**config.mk**
```make
export PLATFORM = sky130hd
export DESIGN_NAME = tt_mux_sel_seq_flat
export DESIGN_NICKNAME = d
export VERILOG_FILES = /design/src/rtl/tt_mux_sel_seq_if.sv /design/src/rtl/tt_mux_sel_seq.sv /design/src/flat_wrapper.sv
export SDC_FILE = /design/constraint.sdc
export NUM_CORES = 1
export LEC_CHECK = 0
export CORE_AREA = 3 3 71 73
export CTS_BUF_LIST = sky130_fd_sc_hd__clkbuf_16
export DETAILED_ROUTE_END_ITERATION = 8
export DIE_AREA = 0 0 74 76
export PLACE_DENSITY = 0.93
export SYNTH_ARGS = -nofsm -noshare
export SYNTH_HDL_FRONTEND = slang
export SYNTH_SLANG_ARGS = --single-unit
```
**constraint.sdc**
```tcl
create_clock -name clk -period 6.92 [get_ports clk]
set_input_delay 1.73 -clock clk [delete_from_list [all_inputs] [get_ports clk]]
set_output_delay 1.73 -clock clk [all_outputs]
set_load 0.01 [all_outputs]
```
**src/rtl/tt_mux_sel_seq_if.sv**
```systemverilog
// ----------------------------------------------------------------------------
// tt_mux_sel_seq_if
// Request/status bundle between the management logic and the mux select
// sequencer.
//   req_valid  master->slave  a select request is present
//   req_addr   master->slave  target project address (ADDR_W)
//   req_ena    master->slave  ctrl_ena value to apply once selected
//   req_ready  slave->master  sequencer can accept a request
//   busy       slave->master  sequence in progress
//   done       slave->master  one-cycle pulse: target selected, enable applied
//   cur_addr   slave->master  shadow copy of the mux select counter (ADDR_W)
// ----------------------------------------------------------------------------
interface tt_mux_sel_seq_if #(
    parameter int ADDR_W = 10
);
    logic              req_valid;
    logic              req_ready;
    logic [ADDR_W-1:0] req_addr;
    logic              req_ena;
    logic              busy;
    logic              done;
    logic [ADDR_W-1:0] cur_addr;

    modport master (
        output req_valid,
        output req_addr,
        output req_ena,
        input  req_ready,
        input  busy,
        input  done,
        input  cur_addr
    );

    modport slave (
        input  req_valid,
        input  req_addr,
        input  req_ena,
        output req_ready,
        output busy,
        output done,
        output cur_addr
    );
endinterface

```
**src/rtl/tt_mux_sel_seq.sv**
```systemverilog
// ----------------------------------------------------------------------------
// tt_mux_sel_seq
// Turns a target project address into the pin waveform the mux's ripple
// select counter needs: drop enable, optionally reset the counter, pulse inc
// N times, then restore enable. A shadow register tracks the counter so that
// forward moves skip the reset.
// Ports:
//   clk             system clock
//   rst             synchronous reset, active-high
//   bus             request/status bundle (slave side)
//   ctrl_sel_rst_n  to mux: select counter async reset, active-low
//   ctrl_sel_inc    to mux: select counter increments on each rising edge
//   ctrl_ena        to mux: enable for the selected project
// ----------------------------------------------------------------------------
module tt_mux_sel_seq #(
    parameter int ADDR_W     = 10,
    parameter int SETTLE_CYC = 2,
    parameter int RST_CYC    = 2,
    parameter int PULSE_CYC  = 1
) (
    input  logic                clk,
    input  logic                rst,
    tt_mux_sel_seq_if.slave     bus,
    output logic                ctrl_sel_rst_n,
    output logic                ctrl_sel_inc,
    output logic                ctrl_ena
);

    localparam int TMR_MAX = (SETTLE_CYC > RST_CYC)
                           ? ((SETTLE_CYC > PULSE_CYC) ? SETTLE_CYC : PULSE_CYC)
                           : ((RST_CYC > PULSE_CYC) ? RST_CYC : PULSE_CYC);
    localparam int TMR_W = $clog2(TMR_MAX + 1);

    // Timers count down from duration-1; a phase ends in the cycle the timer is 0.
    localparam logic [TMR_W-1:0] SETTLE_LD = TMR_W'(SETTLE_CYC - 1);
    localparam logic [TMR_W-1:0] RST_LD    = TMR_W'(RST_CYC - 1);
    localparam logic [TMR_W-1:0] PULSE_LD  = TMR_W'(PULSE_CYC - 1);

    typedef enum logic [2:0] {
        IDLE,
        OFF,
        RST,
        INC_HI,
        INC_LO,
        DONE
    } state_t;

    state_t              state_reg;
    logic [TMR_W-1:0]    timer_reg;
    logic [ADDR_W-1:0]   n_reg;
    logic [ADDR_W-1:0]   tgt_reg;
    logic                ena_lat_reg;
    logic [ADDR_W-1:0]   cur_addr_reg;
    logic                rst_n_reg;
    logic                inc_reg;
    logic                ena_reg;
    logic                done_reg;

    always_ff @(posedge clk) begin
        if (rst) begin
            // Holding rst_n low here forces the mux counter to match cur_addr=0.
            state_reg    <= IDLE;
            timer_reg    <= '0;
            n_reg        <= '0;
            tgt_reg      <= '0;
            ena_lat_reg  <= 1'b0;
            cur_addr_reg <= '0;
            rst_n_reg    <= 1'b0;
            inc_reg      <= 1'b0;
            ena_reg      <= 1'b0;
            done_reg     <= 1'b0;
        end else begin
            done_reg  <= 1'b0;
            rst_n_reg <= 1'b1;
            unique case (state_reg)
                IDLE: begin
                    if (bus.req_valid) begin
                        tgt_reg     <= bus.req_addr;
                        ena_lat_reg <= bus.req_ena;
                        ena_reg     <= 1'b0;
                        timer_reg   <= SETTLE_LD;
                        state_reg   <= OFF;
                    end
                end
                OFF: begin
                    if (timer_reg != '0) begin
                        timer_reg <= timer_reg - TMR_W'(1);
                    end else if (tgt_reg < cur_addr_reg) begin
                        // The counter only counts up, so backward moves restart from 0.
                        state_reg    <= RST;
                        timer_reg    <= RST_LD;
                        rst_n_reg    <= 1'b0;
                        cur_addr_reg <= '0;
                        n_reg        <= tgt_reg;
                    end else if (tgt_reg != cur_addr_reg) begin
                        state_reg    <= INC_HI;
                        timer_reg    <= PULSE_LD;
                        inc_reg      <= 1'b1;
                        cur_addr_reg <= cur_addr_reg + ADDR_W'(1);
                        n_reg        <= tgt_reg - cur_addr_reg;
                    end else begin
                        state_reg <= DONE;
                        done_reg  <= 1'b1;
                        ena_reg   <= ena_lat_reg;
                    end
                end
                RST: begin
                    if (timer_reg != '0) begin
                        timer_reg <= timer_reg - TMR_W'(1);
                        rst_n_reg <= 1'b0;
                    end else if (n_reg != '0) begin
                        state_reg    <= INC_HI;
                        timer_reg    <= PULSE_LD;
                        inc_reg      <= 1'b1;
                        cur_addr_reg <= cur_addr_reg + ADDR_W'(1);
                    end else begin
                        state_reg <= DONE;
                        done_reg  <= 1'b1;
                        ena_reg   <= ena_lat_reg;
                    end
                end
                INC_HI: begin
                    if (timer_reg != '0) begin
                        timer_reg <= timer_reg - TMR_W'(1);
                    end else begin
                        state_reg <= INC_LO;
                        timer_reg <= PULSE_LD;
                        inc_reg   <= 1'b0;
                        n_reg     <= n_reg - ADDR_W'(1);
                    end
                end
                INC_LO: begin
                    // Full low phase before the next rising edge lets the ripple settle.
                    if (timer_reg != '0) begin
                        timer_reg <= timer_reg - TMR_W'(1);
                    end else if (n_reg != '0) begin
                        state_reg    <= INC_HI;
                        timer_reg    <= PULSE_LD;
                        inc_reg      <= 1'b1;
                        cur_addr_reg <= cur_addr_reg + ADDR_W'(1);
                    end else begin
                        state_reg <= DONE;
                        done_reg  <= 1'b1;
                        ena_reg   <= ena_lat_reg;
                    end
                end
                DONE: begin
                    state_reg <= IDLE;
                end
                default: begin
                    state_reg <= IDLE;
                end
            endcase
        end
    end

    assign bus.req_ready   = (state_reg == IDLE) && !rst;
    assign bus.busy        = (state_reg != IDLE);
    assign bus.done        = done_reg;
    assign bus.cur_addr    = cur_addr_reg;
    assign ctrl_sel_rst_n  = rst_n_reg;
    assign ctrl_sel_inc    = inc_reg;
    assign ctrl_ena        = ena_reg;

endmodule

```
**src/flat_wrapper.sv**
```systemverilog
// flat-port wrapper written by rule: the top's interface ports become plain ports
module tt_mux_sel_seq_flat 
#(
    parameter int ADDR_W     = 10,
    parameter int SETTLE_CYC = 2,
    parameter int RST_CYC    = 2,
    parameter int PULSE_CYC  = 1
)
  (clk, rst, ctrl_sel_rst_n, ctrl_sel_inc, ctrl_ena, bus_req_valid, bus_req_addr, bus_req_ena, bus_req_ready, bus_busy, bus_done, bus_cur_addr);
  tt_mux_sel_seq_if #(.ADDR_W(ADDR_W)) bus_i ();
  input  logic clk;
  input  logic rst;
  output logic ctrl_sel_rst_n;
  output logic ctrl_sel_inc;
  output logic ctrl_ena;
  input wire logic [$bits(bus_i.req_valid)-1:0] bus_req_valid;
  input wire logic [$bits(bus_i.req_addr)-1:0] bus_req_addr;
  input wire logic [$bits(bus_i.req_ena)-1:0] bus_req_ena;
  output wire logic [$bits(bus_i.req_ready)-1:0] bus_req_ready;
  output wire logic [$bits(bus_i.busy)-1:0] bus_busy;
  output wire logic [$bits(bus_i.done)-1:0] bus_done;
  output wire logic [$bits(bus_i.cur_addr)-1:0] bus_cur_addr;
  assign bus_i.req_valid = bus_req_valid;
  assign bus_i.req_addr = bus_req_addr;
  assign bus_i.req_ena = bus_req_ena;
  assign bus_req_ready = bus_i.req_ready;
  assign bus_busy = bus_i.busy;
  assign bus_done = bus_i.done;
  assign bus_cur_addr = bus_i.cur_addr;
  tt_mux_sel_seq #(.ADDR_W(ADDR_W), .SETTLE_CYC(SETTLE_CYC), .RST_CYC(RST_CYC), .PULSE_CYC(PULSE_CYC)) u_core (.clk(clk), .rst(rst), .bus(bus_i), .ctrl_sel_rst_n(ctrl_sel_rst_n), .ctrl_sel_inc(ctrl_sel_inc), .ctrl_ena(ctrl_ena));
endmodule
```
==> results.toml, run 1 <==
[timing]
fin_skew_ps = 4.172
finalSetupViolations = 0
fmax_ghz = 0.2090
period_needed_ps = 4786
rsz0062_at_grt = "false"
layout_setup_ws_ps = 2134
fin_hold_ws_ps = 481.1
fin_crit_sh_pct = 69.16
slew_headroom_pct = 34.62
finalMaxSlewViolations = 0
timing.final.hold_violations = 0
tightest_slew_ps = 971.8
tns_ps = 0

[synthesis]
synth_common_cells = "41 x a21oi_1, 40 x dfxtp_1, 40 x nor2_1"
yosys_most_used_dff = "dfxtp_1"
post-synth-top-count-cell = "a21oi_1"
yosys.cell_types.count = 57
syn_area_um2 = 2666
yosysWarningCount = 0
synth-seq-area-share_pct = 30.03
synth_top_family_by_area = "compound AO/OA/AOI/OAI gates"
synth_compound_area_share_pct = 25.34
synth_nets = 382
synth_xor_area_share_pct = 4.927
synth_top_area_cell = "dfxtp_1"
yosys.area_share.simple_pct = 24.03
synthMuxAreaShare_pct = 2.346
ys_ff_latch = 40
syn_avg_cell_area_um2 = 7.511
ys_top_cells_by_area = "dfxtp_1 30%, a21oi_1 7.7%, ha_1 5.6%, nor2_1 5.6%, nand2_1 5.3%"
yosysTopAreaCellShare_pct = 30.03
async_flop_share_pct = 0
synth_edf_count = 0
synthCells = 355
synth-adder-area-share_pct = 6.382

[clocking]
cts_resized = 0
cts_num_sinks = 40
post-cts-setup-buffers = 0
clkTransAtPathRegs_ps = 50
cts_tree = "yes"
numCtsBuffers = 5
clockBufferDepth = 2
insertion_delay_ps = 280
cts_max_level = 2
clockRootBuffer = "clkbuf_16"
postCtsHoldBufs = 0

[floorplan]
dieArea_um2 = 5624
initial_utilization_pct = 60.40
rows = 24
dieWidth_um = 74
core_area_um2 = 4414
dieHeight_um = 76
io_pins = 30

[critical_path]
cp-endpoint = "bus_req_ready"
start_kind = "primary input"
r2r.worst_path.cells = 10
cp-startpoint = "rst"
arrival_ps = 3060
cp_max_fo = 27
crit_required_ps = 5190
critPathCaptureType = "output pin"
critPathKind = "primary input to output pin"
timing.rr.end = "u_core.n_reg[2]$_SDFFE_PP0P_"
r2r-start = "u_core.tgt_reg[0]$_SDFFE_PP0P_"
regToRegSetupSlack_ps = 3840

[route]
drt-total-wl_um = 6628
vias = 2635
wl_per_cell_um = 15.56
drt_iter0_drc = 262
first_pass_iters = 5
avgViaCountPerCell = 6.185
drcViolationCount = 0
ant_nets = 0

[global_routing]
overflow = 0
grt_pass1_vias = 2513
antenna_found_initial = 0
grt_max_degree = 28
grt_pass1_wl_um = 11180
track_usage_pct = 24.64

[final_layout]
fin_util_pct = 69.47
drive_gt1_share_pct = 4.278
seqCellArea_um2 = 800.8
diodes = 0
multi_input_area_um2 = 1680
nFillCells = 370
area_growth_syn_to_layout_pct = 15.02
nets = 400

[power]
finalPower_mw = 1.379
power.leakage_nw = 1.183
vdd_drop_max_mv = 0.2901
power.density_nw_per_um2 = 449.8

[run_status]
status = "completed"

[placed_design]
globalplace.congestion = 0.8868
io_buffers = 29
hpwl_um = 4741
pre_cts_ws_ps = 2147

[hold_path]
hold_class = "flop to flop"

[flow_run]
cap_violations = 0
==> logic make-up after synthesis <==
kind of cell               Yosys count
xor gates and xnor gates            15
DFF                                 40
buffers and inverters               42
muxes                                6
and+or+nand+nor                    132
adders and majority gates           13
AOI/OAI and AO/OA                  107
==> layout by cell type, fill, tap and decap left out, types with 12 or more instances in the layout <==
cell,count
a21oi_1,41
nor2_1,40
dfxtp_1,40
nand2_1,38
clkdlybuf4s50_1,29
o21ai_0,26
inv_1,24
xnor2_1,15
nand3_1,12
ha_1,12
==> power breakdown <==
| group | total [mW] | switching (mW) | internal, mW |
|---|---|---|---|
| Sequential | 0.357 | 0.0723 | 0.285 |
| Clock | 0.217 | 0.0875 | 0.130 |
| Combinational | 0.805 | 0.484 | 0.321 |
==> critical path, stage by stage <==
cell and delay [ps]:
clkdlybuf4s50_1 450, buf_4 290, nor2_1 90, clkdlybuf4s50_1 480
==> per-layer routing <==
| metal | global-route usage (%) | wire (um) | up-vias |
|---|---|---|---|
| li1 | - | - | 1299 |
| met1 | 32.02 | 2871 | 1225 |
| met2 | 39.72 | 3186 | 98 |
| met3 | 4.354 | 429 | 13 |
| met4 | 9.783 | 140 | 0 |
| met5 | 0 | 0 | - |
==> metrics by stage <==
stage | instances | area, um2
6_report | 426 | 3067
5_1_grt | 426 | 3067
4_1_cts | 426 | 3067
3_5_place_dp | 418 | 2930
3_3_place_gp | 418 | 2930
2_1_floorplan | 355 | 2666
==> layout make-up <==
class / count / area share [%]
Inverter: 23 / 2.815
Clock buffer: 5 / 4.080
Multi-Input combinational cell: 273 / 54.79
Sequential cell: 40 / 26.11
Tap cell: 52 / 2.122
Timing Repair Buffer: 30 / 9.710
Clock inverter: 3 / 0.3672
==> how the worst min path moves through the flow <==
stage / cells past startpoint / startpoint / endpoint / slack [ps]
floorplan: 2 / u_core.ena_lat_reg$_SDFFE_PP0P_ / u_core.ena_lat_reg$_SDFFE_PP0P_ / 430
global placement: 2 / u_core.ena_lat_reg$_SDFFE_PP0P_ / u_core.ena_lat_reg$_SDFFE_PP0P_ / 450
detailed placement: 2 / u_core.tgt_reg[1]$_SDFFE_PP0P_ / u_core.tgt_reg[1]$_SDFFE_PP0P_ / 470
CTS: 2 / u_core.tgt_reg[1]$_SDFFE_PP0P_ / u_core.tgt_reg[1]$_SDFFE_PP0P_ / 480
global route: 2 / u_core.ena_lat_reg$_SDFFE_PP0P_ / u_core.ena_lat_reg$_SDFFE_PP0P_ / 500
finish: 2 / u_core.tgt_reg[1]$_SDFFE_PP0P_ / u_core.tgt_reg[1]$_SDFFE_PP0P_ / 480
No activity file was read; power rests on OpenSTA's default activity.
==> inputs of run 2 (changes only) <==
--- a/config.mk
+++ b/config.mk
@@ -5,11 +5,11 @@
 export SDC_FILE = /design/constraint.sdc
 export NUM_CORES = 1
 export LEC_CHECK = 0
-export CORE_AREA = 3 3 71 73
+export CORE_AREA = 3 3 77 79
 export CTS_BUF_LIST = sky130_fd_sc_hd__clkbuf_16
 export DETAILED_ROUTE_END_ITERATION = 8
-export DIE_AREA = 0 0 74 76
-export PLACE_DENSITY = 0.93
+export DIE_AREA = 0 0 80 82
+export PLACE_DENSITY = 0.84
 export SYNTH_ARGS = -nofsm -noshare
 export SYNTH_HDL_FRONTEND = slang
 export SYNTH_SLANG_ARGS = --single-unit
==> constraint.sdc (replaced) <==
create_clock -name clk -period 4 [get_ports clk]
set_input_delay 1 -clock clk [delete_from_list [all_inputs] [get_ports clk]]
set_output_delay 1 -clock clk [all_outputs]
set_load 0.01 [all_outputs]
==> results.toml, run 2 (synthesized netlist as in run 1, its figures left out) <==
[route]
avgViaCountPerCell = 5.855
drcViolationCount = 0
wl_per_cell_um = 14.46
first_pass_iters = 4
drt-total-wl_um = 6478
ant_nets = 0
vias = 2623
drt_iter0_drc = 218

[power]
p_comb_share_pct = 58.6
finalPower_mw = 2.378
internal_power_mw = 1.283
power.density_nw_per_um2 = 765.5
clock_power_share_pct = 15.6
switching_share_pct = 46.04
vdd_drop_max_mv = 0.4353
power.leakage_nw = 1.193
power_frac_seq_pct = 25.8
switchingPower_mw = 1.095

[critical_path]
max_stage_delay_ps = 540
critPathCaptureType = "output pin"
start_kind = "primary input"
cpMostUsedCell = "clkdlybuf4s50_1"
slowest_stage = "clkdlybuf4s50_1"
crit_required_ps = 3000
path_cells = "clkdlybuf4s50_1 > nor2_1 > clkdlybuf4s50_1"
critPathKind = "primary input to output pin"
cp_max_fo = 2
arrival_ps = 2080

[clocking]
cts_num_sinks = 40
cts_tree = "yes"
insertion_delay_ps = 280
clkTransAtPathRegs_ps = 60
cts_max_level = 2
cts_resized = 0
postCtsHoldBufs = 0
post-cts-setup-buffers = 0
clockRootBuffer = "clkbuf_16"
clockBufferDepth = 2
numCtsBuffers = 5

[final_layout]
drive_gt1_share_pct = 4.787
area_growth_syn_to_layout_pct = 16.52
nets = 402
diodes = 0
nFillCells = 524
layout_commonest_cell = "a21oi_1"
layout_common_cells = "41 x a21oi_1, 40 x nor2_1, 40 x dfxtp_1"
fin_util_pct = 57.48

[timing]
rsz0062_at_grt = "false"
fmax_ghz = 0.3246
tightest_slew_ps = 1051
timing.final.hold_violations = 0
finalMaxSlewViolations = 0
slew_headroom_pct = 29.27
fin_crit_sh_pct = 77.01
tns_ps = 0
finalSetupViolations = 0
period_needed_ps = 3080
fin_skew_ps = 5.330

[placed_design]
io_buffers = 29
globalplace.congestion = 0.9003
hpwl_um = 4862

[global_routing]
grt_max_degree = 27
grt_pass1_vias = 2537
overflow = 0
grt_pass1_wl_um = 11360
antenna_found_initial = 0
track_usage_pct = 21.72

[floorplan]
dieHeight_um = 82
dieWidth_um = 80
rows = 27
initial_utilization_pct = 49.33
core_area_um2 = 5405
io_pins = 30
dieArea_um2 = 6560

[run_status]
status = "completed"

[hold_path]
hold_class = "flop to flop"

[flow_run]
cap_violations = 0
## run 2: worst paths after layout
path | startpoint | slack, ps | cells after the start | end
hold / removal | u_core.ena_lat_reg$_SDFFE_PP0P_ | 450 | 2 | u_core.ena_lat_reg$_SDFFE_PP0P_
setup reg to reg | u_core.tgt_reg[0]$_SDFFE_PP0P_ | 1010 | 10 | u_core.n_reg[2]$_SDFFE_PP0P_
hold reg to reg | u_core.ena_lat_reg$_SDFFE_PP0P_ | 450 | 2 | u_core.ena_lat_reg$_SDFFE_PP0P_
setup / recovery | rst | 920 | 3 | bus_req_ready
## run 2: layout make-up
cell class / instances / area [um2] / share of cell area [%]
multi-input combinational: 273 / 1680 / 54.09
sequential: 40 / 800.8 / 25.78
timing repair buffer: 32 / 312.8 / 10.07
clock buffer: 5 / 125.1 / 4.027
tap: 72 / 90.09 / 2.900
inverter: 23 / 86.33 / 2.779
clock inverter: 3 / 11.26 / 0.3625
## run 2: layer usage
layer / vias up / track usage (%) / wire length (um)
li1: 1301 / - / -
met1: 1224 / 27.40 / 2858
met2: 86 / 37.09 / 3123
met3: 12 / 3.838 / 358
met4: 0 / 7.939 / 138
met5: - / 0 / 0
## run 2: stage by stage
stage / setup slack [ps] / hold WS, ps / instances / cell area [um2]
floorplan: 1339 / 432.3 / 355 / 2666
global placement: 896.5 / 441.8 / 440 / 2970
detailed placement: 922.0 / 451.4 / 440 / 2970
CTS: 910.1 / 456.2 / 448 / 3107
global route: 742.4 / 496.2 / 448 / 3107
finish: 919.5 / 452.3 / 448 / 3107
## run 2: worst max-delay path, delay by kind of cell
family / cells / cell delay (ps)
buffers and inverters: 2 / 960
and+or+nand+nor: 1 / 120
## run 2: power by group through the flow
| stage | sequential [mW] | clock, mW | combinational [mW] |
|---|---|---|---|
| 2_1_floorplan | 0.560 | 0 | 1.14 |
| 3_3_place_gp | 0.616 | 0 | 1.34 |
| 3_5_place_dp | 0.619 | 0 | 1.37 |
| 4_1_cts | 0.611 | 0.381 | 1.38 |
| 5_1_grt | 0.632 | 0.400 | 1.57 |
| 6_report | 0.614 | 0.371 | 1.39 |
==> inputs of run 3 (changes only) <==
==> constraint.sdc (replaced) <==
create_clock -name clk -period 2.7 [get_ports clk]
set_input_delay 0.675 -clock clk [delete_from_list [all_inputs] [get_ports clk]]
set_output_delay 0.675 -clock clk [all_outputs]
set_load 0.01 [all_outputs]
==> results.toml, run 3 (synthesized netlist as in run 1, its figures left out) <==
[floorplan]
rows = 27
dieWidth_um = 80
io_pins = 30
core_area_um2 = 5405
initial_utilization_pct = 49.33
dieArea_um2 = 6560
dieHeight_um = 82

[critical_path]
cpLargestDelayFamily = "buffers and inverters"
arrival_ps = 1890
start_kind = "flop"
path_cells = "nor3_1 > inv_1 > nor2_1 > clkdlybuf4s50_1"
cp_max_fo = 17
path_buf_inv = 2
slowest_stage = "clkdlybuf4s50_1"
max_stage_delay_ps = 540
critPathCaptureType = "output pin"
critPathKind = "flop to output pin"
crit_required_ps = 2030

[clocking]
cts_num_sinks = 40
cts_tree = "yes"
clkTransAtPathRegs_ps = 60
numCtsBuffers = 5
postCtsHoldBufs = 0
clockBufferDepth = 2
insertion_delay_ps = 280
cts_max_level = 2
clockRootBuffer = "clkbuf_16"

[placed_design]
io_buffers = 29
placed_cell_area_um2 = 3023
pre_cts_ws_ps = 110.1
hpwl_um = 4913
globalplace.congestion = 0.9507

[global_routing]
grt_util_met3_pct = 4.386
grt_pass1_vias = 2500
use_met1_pct = 27.28
busiest_layer = "met2"
grt_pass1_wl_um = 11370
grt_max_degree = 27
grtUsageMet2_pct = 38.08
antenna_found_initial = 0
overflow = 0
track_usage_pct = 21.87

[timing]
slew_headroom_pct = 56.81
timing.final.hold_violations = 0
finalMaxSlewViolations = 0
tns_ps = 0
fin_crit_sh_pct = 94.85
fin_hold_ws_ps = 465.3
tightest_slew_ps = 646.9
fmax_ghz = 0.3905
period_needed_ps = 2561
finalSetupViolations = 0
fin_skew_ps = 2.750
layout_setup_ws_ps = 139.0
rsz0062_at_grt = "false"

[final_layout]
diodes = 0
area_growth_syn_to_layout_pct = 18.58
layout_common_cells = "40 x nor2_1, 40 x a21oi_1, 40 x dfxtp_1"
nets = 409
multi_input_area_um2 = 1687
finalInstanceArea_um2 = 3162
fin_util_pct = 58.50
seqCellArea_um2 = 800.8
drive_gt1_share_pct = 7.068
nFillCells = 493

[hold_path]
hold_class = "flop to flop"

[flow_run]
cap_violations = 0

[route]
drt_iter0_drc = 295
avgViaCountPerCell = 5.894
drcViolationCount = 0
wl_per_cell_um = 14.78
vias = 2676
first_pass_iters = 5
ant_nets = 0
drt-total-wl_um = 6712

[power]
power.leakage_nw = 1.218
power.density_nw_per_um2 = 1166
vdd_drop_max_mv = 0.8416

[run_status]
status = "completed"
-- run 3: final cells by class --
cell class,count,area share (%)
clock inverters,2,0.2374
clock buffers,5,3.957
repair buffers,39,11.56
multi-input cells,273,53.34
flip-flops and latches,40,25.33
inverters,23,2.731
well taps,72,2.849
-- run 3: path summary, 6_finish.rpt --
| check | slack (ps) | endpoint | from | cells past startpoint |
|---|---|---|---|---|
| worst max-delay path | 140 | bus_req_ready | u_core.state_reg[1]$_SDFFE_PP0P_ | 4 |
| worst min-delay path | 470 | u_core.ena_lat_reg$_SDFFE_PP0P_ | u_core.ena_lat_reg$_SDFFE_PP0P_ | 2 |
| worst max register to register | 170 | u_core.n_reg[3]$_SDFFE_PP0P_ | u_core.tgt_reg[0]$_SDFFE_PP0P_ | 10 |
| worst min register to register | 470 | u_core.ena_lat_reg$_SDFFE_PP0P_ | u_core.ena_lat_reg$_SDFFE_PP0P_ | 2 |
-- run 3: what timing repair did --
item / CTS / global route
setup endpoints to repair: 0 / 6
gates resized for setup: 0 / 3
setup buffers: 0 / 0
-- run 3: per-layer routing --
layer / wire length (um) / vias to the layer above
met1: 3002 / 1240
li1: - / 1320
met5: 0 / -
met2: 3208 / 102
met4: 91 / 0
met3: 410 / 14
-- run 3: power breakdown --
group	switching (mW)	internal [mW]
combinational	1.28	0.942
sequential	0.181	0.731
clock	0.221	0.330
-- run 3: per-stage QoR --
stage               cells  power [mW]
finish                454       3.687
global route          454       3.985
detailed placement    447       3.057
global placement      447       2.998
floorplan             355       2.516
CTS                   454       3.633
-- run 3: worst reg2reg max path: cells and delay by family (launching register included) --
kind	cells	cell delay, ps
adder cells (fa/ha/maj)	2	640
AO/OA/AOI/OAI	4	760
flip-flops	1	350
AND/OR/NAND/NOR	3	640
buffers and inverters	1	50
